**src/rtl/tpu_avalon_sequencer.sv**
```systemverilog
// Avalon-MM slave front end and phase sequencer for the systolic TPU core.
// Optional feature: define TPU_IRQ_EN to add the irq output and the CTRL IRQ_EN bit.
module tpu_avalon_sequencer #(
  parameter int DATA_WIDTH     = 32,
  parameter int ARRAY_DIM      = 16,
  parameter int ADDR_WIDTH     = 10,
  parameter int MEM_ADDR_WIDTH = 8
) (
  input  logic                      clk,
  input  logic                      reset,
  input  logic [ADDR_WIDTH-1:0]     slave_address,
  input  logic                      slave_read,
  input  logic                      slave_write,
  input  logic [DATA_WIDTH-1:0]     slave_writedata,
  input  logic [DATA_WIDTH/8-1:0]   slave_byteenable,
  output logic [DATA_WIDTH-1:0]     slave_readdata,
  output logic                      wr_en_weight,
  output logic                      wr_en_data,
  output logic [MEM_ADDR_WIDTH-1:0] wr_addr,
  output logic [DATA_WIDTH-1:0]     wr_data,
  output logic [MEM_ADDR_WIDTH-1:0] base_addr_weight,
  output logic [MEM_ADDR_WIDTH-1:0] base_addr_data,
  output logic                      wr_en_fifo,
  output logic                      load_en_weight,
  output logic                      mult_en,
  output logic [MEM_ADDR_WIDTH-1:0] out_rd_addr,
  input  logic [DATA_WIDTH-1:0]     out_rd_data
`ifdef TPU_IRQ_EN
  ,
  output logic                      irq
`endif
);

  localparam int ROWS_W = MEM_ADDR_WIDTH + 1;
  localparam int CNT_W  = 32;
  localparam logic [CNT_W-1:0] PHASE_LAST = CNT_W'(ARRAY_DIM - 1);
  localparam logic [CNT_W-1:0] MULT_ADJ   = CNT_W'(2 * ARRAY_DIM - 3);

  localparam logic [1:0] RGN_CTRL   = 2'b00;
  localparam logic [1:0] RGN_WEIGHT = 2'b01;
  localparam logic [1:0] RGN_INPUT  = 2'b10;
  localparam logic [1:0] RGN_OUTPUT = 2'b11;

  typedef enum logic [2:0] {
    S_IDLE  = 3'd0,
    S_FIFO  = 3'd1,
    S_LOADW = 3'd2,
    S_MULT  = 3'd3,
    S_FIN   = 3'd4
  } state_t;

  state_t                    state_q, state_d;
  logic [CNT_W-1:0]          cnt_q, cnt_d;
  logic                      wr_en_fifo_q, wr_en_fifo_d;
  logic                      load_en_weight_q, load_en_weight_d;
  logic                      mult_en_q, mult_en_d;

  logic [MEM_ADDR_WIDTH-1:0] base_w_q, base_w_d;
  logic [MEM_ADDR_WIDTH-1:0] base_d_q, base_d_d;
  logic [ROWS_W-1:0]         rows_q, rows_d;
  logic                      irq_en_q, irq_en_d;
  logic                      done_q, done_d;
  logic                      err_q, err_d;
  logic [31:0]               cycles_q, cycles_d;
  logic [DATA_WIDTH-1:0]     readdata_q, readdata_d;
  logic                      wr_en_weight_q, wr_en_weight_d;
  logic                      wr_en_data_q, wr_en_data_d;
  logic [MEM_ADDR_WIDTH-1:0] wr_addr_q, wr_addr_d;
  logic [DATA_WIDTH-1:0]     wr_data_q, wr_data_d;
  logic                      irq_q, irq_d;

  logic [1:0]            region;
  logic [2:0]            reg_off;
  logic                  busy;
  logic                  ctrl_wr;
  logic                  start_req;
  logic                  start_ok;
  logic                  mem_wr;
  logic                  cfg_wr;
  logic                  err_set;
  logic [DATA_WIDTH-1:0] be_mask;

  assign region  = slave_address[ADDR_WIDTH-1 -: 2];
  assign reg_off = slave_address[2:0];
  assign busy    = (state_q != S_IDLE);
  assign ctrl_wr = slave_write && (region == RGN_CTRL);
  assign mem_wr  = slave_write && ((region == RGN_WEIGHT) || (region == RGN_INPUT));
  assign cfg_wr  = ctrl_wr && ((reg_off == 3'd2) || (reg_off == 3'd3) || (reg_off == 3'd5));

  assign start_req = ctrl_wr && (reg_off == 3'd0) && slave_byteenable[0] && slave_writedata[0];
  assign start_ok  = start_req && !busy && (rows_q != '0);
  assign err_set   = (start_req && (busy || (rows_q == '0))) || (mem_wr && busy) || (cfg_wr && busy);

  always_comb begin
    be_mask = '0;
    for (int i = 0; i < DATA_WIDTH / 8; i++) begin
      be_mask[i*8 +: 8] = {8{slave_byteenable[i]}};
    end
  end

  // State register and registered phase enables.
  always_ff @(posedge clk or posedge reset) begin
    if (reset) begin
      state_q          <= S_IDLE;
      cnt_q            <= '0;
      wr_en_fifo_q     <= 1'b0;
      load_en_weight_q <= 1'b0;
      mult_en_q        <= 1'b0;
    end else begin
      state_q          <= state_d;
      cnt_q            <= cnt_d;
      wr_en_fifo_q     <= wr_en_fifo_d;
      load_en_weight_q <= load_en_weight_d;
      mult_en_q        <= mult_en_d;
    end
  end

  // Each phase down-counts to zero; the MULT count is loaded from ROWS at the LOADW exit.
  always_comb begin
    state_d = state_q;
    cnt_d   = cnt_q;
    case (state_q)
      S_IDLE: begin
        if (start_ok) begin
          state_d = S_FIFO;
          cnt_d   = PHASE_LAST;
        end
      end
      S_FIFO: begin
        if (cnt_q == '0) begin
          state_d = S_LOADW;
          cnt_d   = PHASE_LAST;
        end else begin
          cnt_d = cnt_q - 1'b1;
        end
      end
      S_LOADW: begin
        if (cnt_q == '0) begin
          state_d = S_MULT;
          cnt_d   = CNT_W'(rows_q) + MULT_ADJ;
        end else begin
          cnt_d = cnt_q - 1'b1;
        end
      end
      S_MULT: begin
        if (cnt_q == '0) begin
          state_d = S_FIN;
        end else begin
          cnt_d = cnt_q - 1'b1;
        end
      end
      S_FIN:   state_d = S_IDLE;
      default: state_d = S_IDLE;
    endcase
  end

  always_comb begin
    wr_en_fifo_d     = (state_d == S_FIFO);
    load_en_weight_d = (state_d == S_LOADW);
    mult_en_d        = (state_d == S_MULT);
  end

  always_comb begin
    base_w_d = base_w_q;
    base_d_d = base_d_q;
    rows_d   = rows_q;
    irq_en_d = irq_en_q;
    done_d   = done_q;
    err_d    = err_q;
    cycles_d = cycles_q;

    if (cfg_wr && !busy) begin
      case (reg_off)
        3'd2: base_w_d = MEM_ADDR_WIDTH'((DATA_WIDTH'(base_w_q) & ~be_mask) | (slave_writedata & be_mask));
        3'd3: base_d_d = MEM_ADDR_WIDTH'((DATA_WIDTH'(base_d_q) & ~be_mask) | (slave_writedata & be_mask));
        3'd5: rows_d   = ROWS_W'((DATA_WIDTH'(rows_q) & ~be_mask) | (slave_writedata & be_mask));
        default: ;
      endcase
    end

`ifdef TPU_IRQ_EN
    if (ctrl_wr && (reg_off == 3'd0) && slave_byteenable[0]) irq_en_d = slave_writedata[1];
`else
    irq_en_d = 1'b0;
`endif

    if (ctrl_wr && (reg_off == 3'd1) && slave_byteenable[0]) begin
      if (slave_writedata[1]) done_d = 1'b0;
      if (slave_writedata[2]) err_d  = 1'b0;
    end
    if (start_ok) done_d = 1'b0;
    // Completion outranks a simultaneous clear so a finished run is never lost.
    if (state_q == S_FIN) done_d = 1'b1;
    if (err_set) err_d = 1'b1;

    if (start_ok) begin
      cycles_d = '0;
    end else if (busy && (cycles_q != '1)) begin
      cycles_d = cycles_q + 1'b1;
    end
  end

  always_comb begin
    readdata_d = readdata_q;
    if (slave_read) begin
      readdata_d = '0;
      case (region)
        RGN_CTRL: begin
          case (reg_off)
            3'd0: readdata_d = DATA_WIDTH'({irq_en_q, 1'b0});
            3'd1: readdata_d = DATA_WIDTH'({err_q, done_q, busy});
            3'd2: readdata_d = DATA_WIDTH'(base_w_q);
            3'd3: readdata_d = DATA_WIDTH'(base_d_q);
            3'd4: readdata_d = DATA_WIDTH'(cycles_q);
            3'd5: readdata_d = DATA_WIDTH'(rows_q);
            default: readdata_d = '0;
          endcase
        end
        RGN_OUTPUT: readdata_d = out_rd_data;
        default:    readdata_d = '0;
      endcase
    end
  end

  always_comb begin
    wr_en_weight_d = slave_write && (region == RGN_WEIGHT) && !busy;
    wr_en_data_d   = slave_write && (region == RGN_INPUT) && !busy;
    wr_addr_d      = wr_addr_q;
    wr_data_d      = wr_data_q;
    if (mem_wr && !busy) begin
      wr_addr_d = slave_address[MEM_ADDR_WIDTH-1:0];
      wr_data_d = slave_writedata;
    end
    irq_d = (done_d || err_d) && irq_en_d;
  end

  always_ff @(posedge clk or posedge reset) begin
    if (reset) begin
      base_w_q       <= '0;
      base_d_q       <= '0;
      rows_q         <= '0;
      irq_en_q       <= 1'b0;
      done_q         <= 1'b0;
      err_q          <= 1'b0;
      cycles_q       <= '0;
      readdata_q     <= '0;
      wr_en_weight_q <= 1'b0;
      wr_en_data_q   <= 1'b0;
      wr_addr_q      <= '0;
      wr_data_q      <= '0;
      irq_q          <= 1'b0;
    end else begin
      base_w_q       <= base_w_d;
      base_d_q       <= base_d_d;
      rows_q         <= rows_d;
      irq_en_q       <= irq_en_d;
      done_q         <= done_d;
      err_q          <= err_d;
      cycles_q       <= cycles_d;
      readdata_q     <= readdata_d;
      wr_en_weight_q <= wr_en_weight_d;
      wr_en_data_q   <= wr_en_data_d;
      wr_addr_q      <= wr_addr_d;
      wr_data_q      <= wr_data_d;
      irq_q          <= irq_d;
    end
  end

  assign slave_readdata   = readdata_q;
  assign wr_en_weight     = wr_en_weight_q;
  assign wr_en_data       = wr_en_data_q;
  assign wr_addr          = wr_addr_q;
  assign wr_data          = wr_data_q;
  assign base_addr_weight = base_w_q;
  assign base_addr_data   = base_d_q;
  assign wr_en_fifo       = wr_en_fifo_q;
  assign load_en_weight   = load_en_weight_q;
  assign mult_en          = mult_en_q;
  assign out_rd_addr      = slave_address[MEM_ADDR_WIDTH-1:0];

`ifdef TPU_IRQ_EN
  assign irq = irq_q;
`else
  logic unused_irq;
  assign unused_irq = irq_q;
`endif

endmodule

```
**config.mk**
```make
export PLATFORM = sky130hd
export DESIGN_NAME = tpu_avalon_sequencer
export DESIGN_NICKNAME = d
export VERILOG_FILES = /design/src/rtl/tpu_avalon_sequencer.sv
export SDC_FILE = /design/constraint.sdc
export NUM_CORES = 1
export LEC_CHECK = 0
export CAP_MARGIN = 20
export CORE_MARGIN = 2
export CORE_UTILIZATION = 40
export CTS_BUF_LIST = sky130_fd_sc_hd__clkbuf_4 sky130_fd_sc_hd__clkbuf_8
export DETAILED_ROUTE_END_ITERATION = 6
export PLACE_DENSITY_LB_ADDON = 0.3
export SLEW_MARGIN = 20
export SYNTH_ARGS = -nofsm -noshare
export SYNTH_HDL_FRONTEND = slang
export SYNTH_SLANG_ARGS = --single-unit
```
**constraint.sdc**
```tcl
create_clock -name clk -period 20.5 [get_ports clk]
set_input_delay 6.15 -clock clk [delete_from_list [all_inputs] [get_ports clk]]
set_output_delay 6.15 -clock clk [all_outputs]
set_load 0.01 [all_outputs]
```
Word-level counts from Yosys, hierarchy flattened
Index checks and enable logic that the tools add are counted.
{"block": "word_totals", "ff_bits": 171, "in_bits": 82, "elab_cells": 112}
{"block": "op_classes", "n_bitwise": 8, "n_eq_ne": 18, "muxes": 21, "addsub": 3, "reduce_logical": 46}
{"cell": "$mux W32", "count": 6}
{"cell": "$pmux W32 S5", "count": 1}
{"cell": "$pmux W32 S4", "count": 1}
{"cell": "$pmux W32 S2", "count": 1}
{"cell": "$add A32 B1 Y32 const B", "count": 1}
{"cell": "$logic_not A32 Y1", "count": 1}
{"cell": "$ne A32 B32 Y1 const B", "count": 1}
{"cell": "$sub A32 B1 Y32 const B", "count": 1}
{"cell": "$logic_and A1 B1 Y1", "count": 20}
{"cell": "$and A9 B9 Y9", "count": 2}
{"cell": "$eq A3 B2 Y1 const B", "count": 6}
{"cell": "$and A8 B8 Y8", "count": 2}
{"cell": "$or A8 B8 Y8", "count": 2}
{"cell": "$mux W3", "count": 4}
{"cell": "$pmux W3 S4", "count": 1}
{"cell": "$add A9 B5 Y10 const B", "count": 1}
{"cell": "$reduce_and A2 Y1", "count": 5}
{"cell": "$eq A3 B1 Y1 const B", "count": 3}
{"cell": "$eq A3 B3 Y1 const B", "count": 3}
{"cell": "$logic_not A9 Y1", "count": 1}
{"cell": "$not A9 Y9", "count": 1}
{"cell": "$or A9 B9 Y9", "count": 1}
{"cell": "$reduce_bool A3 Y1", "count": 3}
{"cell": "$reduce_bool A9 Y1", "count": 1}
{"cell": "11 further kinds", "count": 27}

Depth between registers and ports, before layout
Gate-level depths: netlist of run 1.
{"block": "logic_depth", "ltp_word": 10, "depth_mapped": 9, "ltp_nobuf": 8}

Worst setup path before layout of run 1
Ideal clock, no wire load.
{"block": "synth_path", "path_kind": "input-to-output", "from": "input slave_address[0]", "to": "output out_rd_addr[0]", "t_arrival_ns": 6.269, "stages": 1, "required_time_ns": 14.350, "slack_ns": 8.081, "cell_sequence": "buf_4"}
{"item": "start: declaration", "line_no": "11", "text": "input logic [ADDR_WIDTH-1:0] slave_address,"}
{"item": "end: declaration", "line_no": "26", "text": "output logic [MEM_ADDR_WIDTH-1:0] out_rd_addr,"}
No word-level cell between the ends.

Final worst setup path of run 1
{"block": "layout_path", "from": "input slave_address[0]", "to": "output out_rd_addr[0]"}
No word-level cell between the ends.

==> results.md, run 1 <==
- The run finished with clean final reports.
- The kind of critical path is primary input to output pin.
- Clock tree synthesis selected as its root buffer the cell sky130_fd_sc_hd__clkbuf_8.
- The count of nets left with antenna violations once routing finished came out at 0.
- Of the post-synthesis cell area, the dominant cell type holds 50.2%.
- Across all register-to-register paths, the minimum setup slack is 17650 ps.
- The type of element capturing the critical path is an output pin.
- Of all cell types, the one taking the most synthesized area is sky130_fd_sc_hd__dfrtp_1.
- The core region is 21000 µm².
- The via count of the first global-routing pass is 6888.
- Detailed routing inserted a total of 6982 vias.
- The total setup violations reported at the end of the flow is 0.
- In this run the critical register-to-register path is captured at cnt_q[8]$_DFFE_PP0P_.
- CTS built an H-tree with a depth of 4.
- Counting along the longest clock path gives a buffer depth of 2.
- The final design instance area without fill is 11000 µm².
- The critical path contains buffers and inverters numbering 3 combined.
- Compared with the post-synthesis result, the final layout area differs by 28.5%.
- The maximum cell stage delay along the critical path is 650 ps.
- The min-delay analysis places its worst path in the category flip-flop to flip-flop.
- The synthesized design contains 0 enable-type register cells.
- Registers take 4280 µm².
- Traced cell by cell, the critical path runs through clkdlybuf4s50_1 -> buf_4 -> clkdlybuf4s50_1.
- Of the cells placed in the final design, the portion with a size suffix greater than 1 is 12.8%.
- The number of max-cap violations is 0.
- Power spread over the standard cell area amounts to 59.2 nW/µm².
- Based on the critical path, the design can be clocked at up to 73.1 MHz.
- After detailed placement, the total cell area comes to 10500 µm².
- The overall die width is 150 µm.
- The first TritonRoute pass finished after 5 iterations.
- The critical path crosses 3 cells after its start point.
- For this run, the leading register cell type out of synthesis is sky130_fd_sc_hd__dfrtp_1.
- In the post-synthesis netlist, the biggest area contributors are sky130_fd_sc_hd__dfrtp_1 (50%), sky130_fd_sc_hd__mux2_2 (9.0%), sky130_fd_sc_hd__a22oi_1 (3.0%).
- The post-synthesis net count is 912.
- The category of the worst setup path launch point is a primary input.
- Row generation in the floorplan step produced 53 rows.
- The final period demand of the worst path is 13670 ps.
- The number of buffers added to fix hold violations after cts is 0.
- By count the netlist is led by sky130_fd_sc_hd__dfrtp_1 (171), sky130_fd_sc_hd__mux2_2 (68), sky130_fd_sc_hd__nor2_1 (67), sky130_fd_sc_hd__inv_1 (45), sky130_fd_sc_hd__clkbuf_1 (37).
- The initial antenna violation count is 0.
- The synthesized netlist occupies a cell area of 8530 µm².
- The count of synthesis-stage warnings from yosys is 0.
- Counting flops with an async set or reset pin after synthesis yields a share of 100%.
- The total negative slack for setup checks is 0 ps.
- After the last flow step, the layout net total stands at 1067.
- The worst max-slew margin expressed relative to the limit is 31.4%.
- Data on the critical path arrives at its endpoint at 7520 ps.
- The TritonCTS clock tree is yes.
- For this run, the register share of the synthesized area comes to 50.2%.
- The cell count of the worst hold path is 1.
- In the synthesized netlist, the number of instances is 821.
- The required time of the critical path is 14350 ps.
- The final hold violation count is 0.
- Between clock sinks in the finished design, the worst skew comes to 21.9 ps.
- At the end of the flow the core is filled with cells to 52.3%.
- After layout, the design draws a total of 0.649 mW.
- The number of violations reported at the end of detailed-routing iteration 0 is 396.
- 0 antenna diodes ended up in the layout.
- The total die area is 22500 µm².
- The worst path uses 66.7% of the clock period.
- The worst vdd rail ir drop is 0.0405 mV.
- The routed design has 22700 µm of wire.
- The max-slew violation count is 0.
- Setup repair after global routing left no endpoint under its margin.
- The first global-routing pass estimated 36900 µm of wire.
- The total DRC errors in the routed layout is 0.
- The origin of the worst setup path is slave_address[0].
- The tree built by TritonCTS fans out to 171 sinks.
- In this run the count of I/O pins placed on the die edge is 183.
- The half-perimeter wire length after placement is 16100 µm.
- In this run, synthesis produced a sequential element count of 171.
- In this run the worst setup path terminates at out_rd_addr[0].
- On the final layout, the worst hold slack is 509 ps.
- The most numerous cell in the Yosys netlist is sky130_fd_sc_hd__dfrtp_1.
- The overall fraction of global-route tracks in use is 20.8%.
- The number of buffers inserted by post-CTS setup repair is 0.
- The most numerous cell type found on the critical path is sky130_fd_sc_hd__clkdlybuf4s50_1.
- Broken down by cell family, the worst path's largest delay share belongs to buffers and inverters.
- In this run the worst path has a maximum fanout of 23.
- The origin of the critical flop-to-flop path is cnt_q[10]$_DFFE_PP0P_.
- The aggregate global routing overflow is 0.
- The slew of the pin with the lowest slew margin is 1030 ps.
- For the worst flop-to-flop path, the logic depth is 6.
- The die is 150 µm tall.
- The clock insertion delay at the later pin of the skew report is 460 ps.
- After clock tree synthesis, the clock-pin slew on the worst setup and hold paths is 90 ps.
- The number of instances resized during post-cts repair is 0.
- After synthesis, the netlist uses 67 different library cells.
- The average cell area after synthesis is 10.4 µm².
- The routability congestion estimate is 0.904.
- The initial cell density of the core is 40.7%.
- The number of filler cells placed in the layout is 1930.
- In the final layout, the multi-input gates occupy 3850 µm².
- The worst-path cell with the longest stage delay is sky130_fd_sc_hd__clkdlybuf4s50_1.
- Entering global routing, the biggest net connects 90 pins.
- After detailed routing, the average wire length per cell comes to 18.0 µm.
- The number of port buffers is 180.
- Clock tree synthesis inserted a total of 17 buffers.
- Summed over all cells, the static leakage comes to 4.71 nW.
- The mean number of vias per cell is 5.52.
[worst min-delay path by stage]
stage / from / endpoint / slack (ps)
2_1_floorplan: cnt_q[5]$_DFFE_PP0P_ / cnt_q[5]$_DFFE_PP0P_ / 460
5_1_grt: cnt_q[5]$_DFFE_PP0P_ / cnt_q[5]$_DFFE_PP0P_ / 520
3_3_place_gp: cnt_q[5]$_DFFE_PP0P_ / cnt_q[5]$_DFFE_PP0P_ / 480
3_5_place_dp: cnt_q[5]$_DFFE_PP0P_ / cnt_q[5]$_DFFE_PP0P_ / 480
6_report: cnt_q[5]$_DFFE_PP0P_ / cnt_q[5]$_DFFE_PP0P_ / 510
4_1_cts: cnt_q[5]$_DFFE_PP0P_ / cnt_q[5]$_DFFE_PP0P_ / 500
[layout make-up]
type                    instances  share of cell area, %
clock buffers                  22                   2.53
clock inverters                10                   1.27
flip-flops and latches        171                   39.0
repair buffers                189                   17.3
multi-input cells             551                   35.1
inverters                      46                   1.62
well taps                     275                   3.14
[metrics by stage]
step,instances,setup slack (ps)
after floorplan,821,8080
after global placement,1231,6860
after detailed placement,1232,6840
after CTS,1264,6840
after global routing,1264,6800
final,1264,6830
[metal layers]
metal / part of all wire (%) / GRT usage, % / vias up
met2: 45 / 31.0 / 260
met1: 45 / 29.1 / 3401
met4: 1.1 / 4.86 / 0
met3: 9.0 / 7.13 / 20
li1: - / - / 3301
met5: 0 / 0 / -
[placed cells by master, fill, tap and decap left out, types with 7 or more instances in the layout]
cell type / netlist / layout
sky130_fd_sc_hd__a21oi_1: 26 / 26
sky130_fd_sc_hd__a22oi_1: 34 / 34
sky130_fd_sc_hd__and3_1: 16 / 16
sky130_fd_sc_hd__buf_4: 8 / 7
sky130_fd_sc_hd__clkbuf_8: 0 / 18
sky130_fd_sc_hd__clkdlybuf4s50_1: 0 / 180
sky130_fd_sc_hd__dfrtp_1: 171 / 171
sky130_fd_sc_hd__ha_1: 9 / 8
sky130_fd_sc_hd__inv_1: 45 / 44
sky130_fd_sc_hd__mux2_2: 68 / 68
sky130_fd_sc_hd__nand2_1: 33 / 33
sky130_fd_sc_hd__nand2b_1: 7 / 7
sky130_fd_sc_hd__nand3_1: 31 / 30
sky130_fd_sc_hd__nand4_1: 13 / 13
sky130_fd_sc_hd__nor2_1: 67 / 67
sky130_fd_sc_hd__nor3_1: 17 / 17
sky130_fd_sc_hd__nor4_1: 14 / 14
sky130_fd_sc_hd__o21ai_0: 16 / 16
sky130_fd_sc_hd__o22ai_1: 33 / 33
sky130_fd_sc_hd__o31ai_1: 9 / 9
sky130_fd_sc_hd__or3_1: 9 / 9
sky130_fd_sc_hd__or4_1: 12 / 12
sky130_fd_sc_hd__xnor2_1: 27 / 27
sky130_fd_sc_hd__xor2_1: 14 / 14
[power breakdown]
group / switching [mW] / total, mW / leakage [nW] / internal [mW]
combinational: 0.0252 / 0.0524 / 2.33 / 0.0272
sequential: 0.00185 / 0.342 / 2.16 / 0.340
clock: 0.125 / 0.255 / 0.215 / 0.130
[cells by family (layout without fill, tap and decap cells)]
| group | count (synthesis) | in the layout | share of synthesized area [%] |
|---|---|---|---|
| AOI/OAI and AO/OA | 171 | 171 | 13.9 |
| buffers and inverters | 99 | 267 | 4.75 |
| and+or+nand+nor | 259 | 259 | 16.3 |
| adders and majority gates | 10 | 10 | 1.44 |
| DFF | 171 | 171 | 50.2 |
| xor gates and xnor gates | 41 | 41 | 4.21 |
| muxes | 70 | 70 | 9.21 |
No activity file was read; power rests on OpenSTA's default activity.
==> run 2: changes to the inputs <==
clock period = 11.7 ns   (was 20.5 ns; I/O delays follow)
==> results.md, run 2 (synthesis results as in run 1) <==
- The footprint of the multi-input gates is 3860 µm².
- For this run, the total global-route usage over all layers was measured as 20.5%.
- Tracing the worst setup path back leads to its startpoint at slave_address[0].
- The number of buffers inserted by post-CTS setup repair is 0.
- After detailed routing, the average wire length per cell comes to 18.1 µm.
- After clock tree synthesis, the repair step resized 0 gates.
- The highest net fanout along the worst path is 23.
- Setup repair after global routing left no endpoint under its margin.
- Entering global routing, the biggest net connects 94 pins.
- The floorplan step defined a die boundary enclosing 22500 µm².
- The tool flagged a number of max-cap violations equal to 0.
- The library cell used most frequently in the layout, excluding fill and tap cells, is sky130_fd_sc_hd__clkdlybuf4s50_1.
- The data arrival at the endpoint of the critical path is 4850 ps.
- For this run, the slowest stage of the critical path takes 610 ps.
- STA classifies the critical path startpoint as a primary input.
- The max-slew violation count was 0.
- Measured along the y axis, the die boundary spans 150 µm.
- The area growth from synthesis to layout is 28.6%.
- The required time of the critical path is 8190 ps.
- The design draws 1.14 mW.
- Once the floorplan was initialized, standard cells occupied 40.7% of the core.
- The initial antenna violation count was 1.
- In this run the register-to-register setup slack is 8590 ps.
- The total inserted antenna cells is 0.
- The final hold violation count is 0.
- The post-route clock period utilization is 71.4%.
- For this run the aggregate overflow at the end of global routing stands at 0.
- The number of clock buffers inserted by TritonCTS is 17.
- The clock-pin slew on the worst setup and hold paths is 90 ps.
- The flow ran to the end, and the final reports show no timing, DRC or antenna violations.
- The half-perimeter wire length after placement is 16100 µm.
- The initialized floorplan defines 53 standard-cell rows.
- The area occupied by registers is 4280 µm².
- The slowest stage of the critical path is the sky130_fd_sc_hd__clkdlybuf4s50_1 cell.
- In this run, post-CTS hold repair placed 0 buffers.
- The worst vdd rail ir drop is 0.0674 mV.
- Setup total negative slack on the finished layout was measured at 0 ps.
- Once detail routing completed, the nets flagged for antenna violations numbered 0.
- Routability-driven placement finished with a final weighted congestion of 0.899.
- The H-tree generated during clock tree synthesis spans 4 levels.
- The total placed instance area is 10500 µm².
- For this run, the detailed router's first-pass iteration total came to 5.
- The tightest min-delay check is of the flip-flop to flip-flop type.
- The critical path is of the primary input to output pin type.
- The top-level port count is 183.
- Wires add up to 22900 µm.
- The number of port buffers is 180.
- TritonCTS built the clock tree.
- The cell depth of the worst flop-to-flop path is 6.
- The clock skew after layout is 13.3 ps.
- The share of layout cells above drive strength 1 is 12.9%.
- Along the worst hold path, the cell count comes to 1.
- The overall die width is 150 µm.
- Walking the worst path, the cells encountered are clkdlybuf4s50_1 -> buf_4 -> clkdlybuf4s50_1.
- For the pin with the worst max-slew slack, the measured transition is 1030 ps.
- The maximum count of clock buffers along a single path is 2.
- The origin of the critical flop-to-flop path is state_q[2]$_DFF_PP0_.
- The startpoint identified for the worst hold timing path is cnt_q[5]$_DFFE_PP0P_.
- The number of filler cells placed in the layout is 1959.
- In the routed design, unresolved DRC markers number 0.
- Using the TritonRoute via totals, the vias-per-cell ratio works out to 5.55.
- The power per unit of standard cell area is 104 nW/µm².
- Detailed routing inserted a total of 7014 vias.
- In this design, the critical path's most frequently occurring cell is sky130_fd_sc_hd__clkdlybuf4s50_1.
- The total setup violations reported at the end of the flow is 0.
- The path with the worst hold slack has its endpoint at cnt_q[5]$_DFFE_PP0P_.
- The root buffer cell chosen for the clock tree is sky130_fd_sc_hd__clkbuf_8.
- The number of violations reported at the end of detailed-routing iteration 0 is 568.
- The final period demand of the worst path is 8360 ps.
- The top cell types in the final layout, fill and taps aside, are sky130_fd_sc_hd__clkdlybuf4s50_1 (180), sky130_fd_sc_hd__dfrtp_1 (171), sky130_fd_sc_hd__mux2_2 (68).
- CTS saw 171 sinks.
- The final design instance area without fill is 11000 µm².
- The total area inside the core boundary comes to 21000 µm².
- The type of element capturing the critical path is an output pin.
- The final-stage net count is 1066.
- The leakage power total is 4.71 nW.
- The global-route wire length before repair is 36200 µm.
- For the worst-skew pair, the clock arrives at the later sink with an insertion delay of 460 ps.
- The via count of the first global-routing pass came to 6792.
- The worst pin sits at a relative slew slack of 31.6%.
- The upper clock frequency limit is 120 MHz.
## run 2: changes by cell type in the layout (fill, tap and decap cells not counted)
cell	before	now
sky130_fd_sc_hd__buf_4	7	6
sky130_fd_sc_hd__bufinv_16	3	2
sky130_fd_sc_hd__nor4_2	3	4
sky130_fd_sc_hd__nor4_1	14	13
sky130_fd_sc_hd__clkinv_4	1	2
sky130_fd_sc_hd__clkbuf_8	18	23
sky130_fd_sc_hd__inv_6	3	2
sky130_fd_sc_hd__clkbuf_4	4	0
## run 2: how the worst max path moves through the flow
stage                                 endpoint  cells past startpoint
finish                          out_rd_addr[0]                      3
global route                    out_rd_addr[0]                      3
CTS                             out_rd_addr[2]                      2
detailed placement              out_rd_addr[2]                      2
global placement                out_rd_addr[2]                      2
floorplan           asynchronous set/reset pin                      1
## run 2: critical path, delay by kind of cell
| family | cells | cell delay (ps) |
|---|---|---|
| buffers and inverters | 3 | 1320 |
## run 2: per-stage QoR
stage,hold slack (ps),std cells,worst slack [ps],utilization (%)
after global routing,524,1263,3270,52.4
final,506,1263,3340,52.4
after CTS,505,1263,3330,52.3
after global placement,477,1230,3340,50.1
after floorplan,457,821,3560,-
after detailed placement,479,1231,3340,50.3
## run 2: layout make-up
| cell class | instances | area share [%] |
|---|---|---|
| clock inverter | 9 | 0.992 |
| multi-input combinational | 551 | 35.2 |
| clock buffer | 23 | 2.89 |
| timing repair buffer | 188 | 17.2 |
| sequential | 171 | 39.0 |
| inverter | 46 | 1.62 |
| tap | 275 | 3.14 |
## run 2: where the power goes
part | internal (mW) | leakage (nW) | switching (mW) | total (mW)
Combinational | 0.0476 | 2.33 | 0.0443 | 0.0919
Sequential | 0.596 | 2.16 | 0.00324 | 0.600
Clock | 0.225 | 0.218 | 0.221 | 0.446
## run 2: layer usage
metal	GRT usage, %	routed length [µm]
met4	6.08	375
met5	0	9
met2	29.9	10000
met1	28.5	10500
met3	7.62	2000
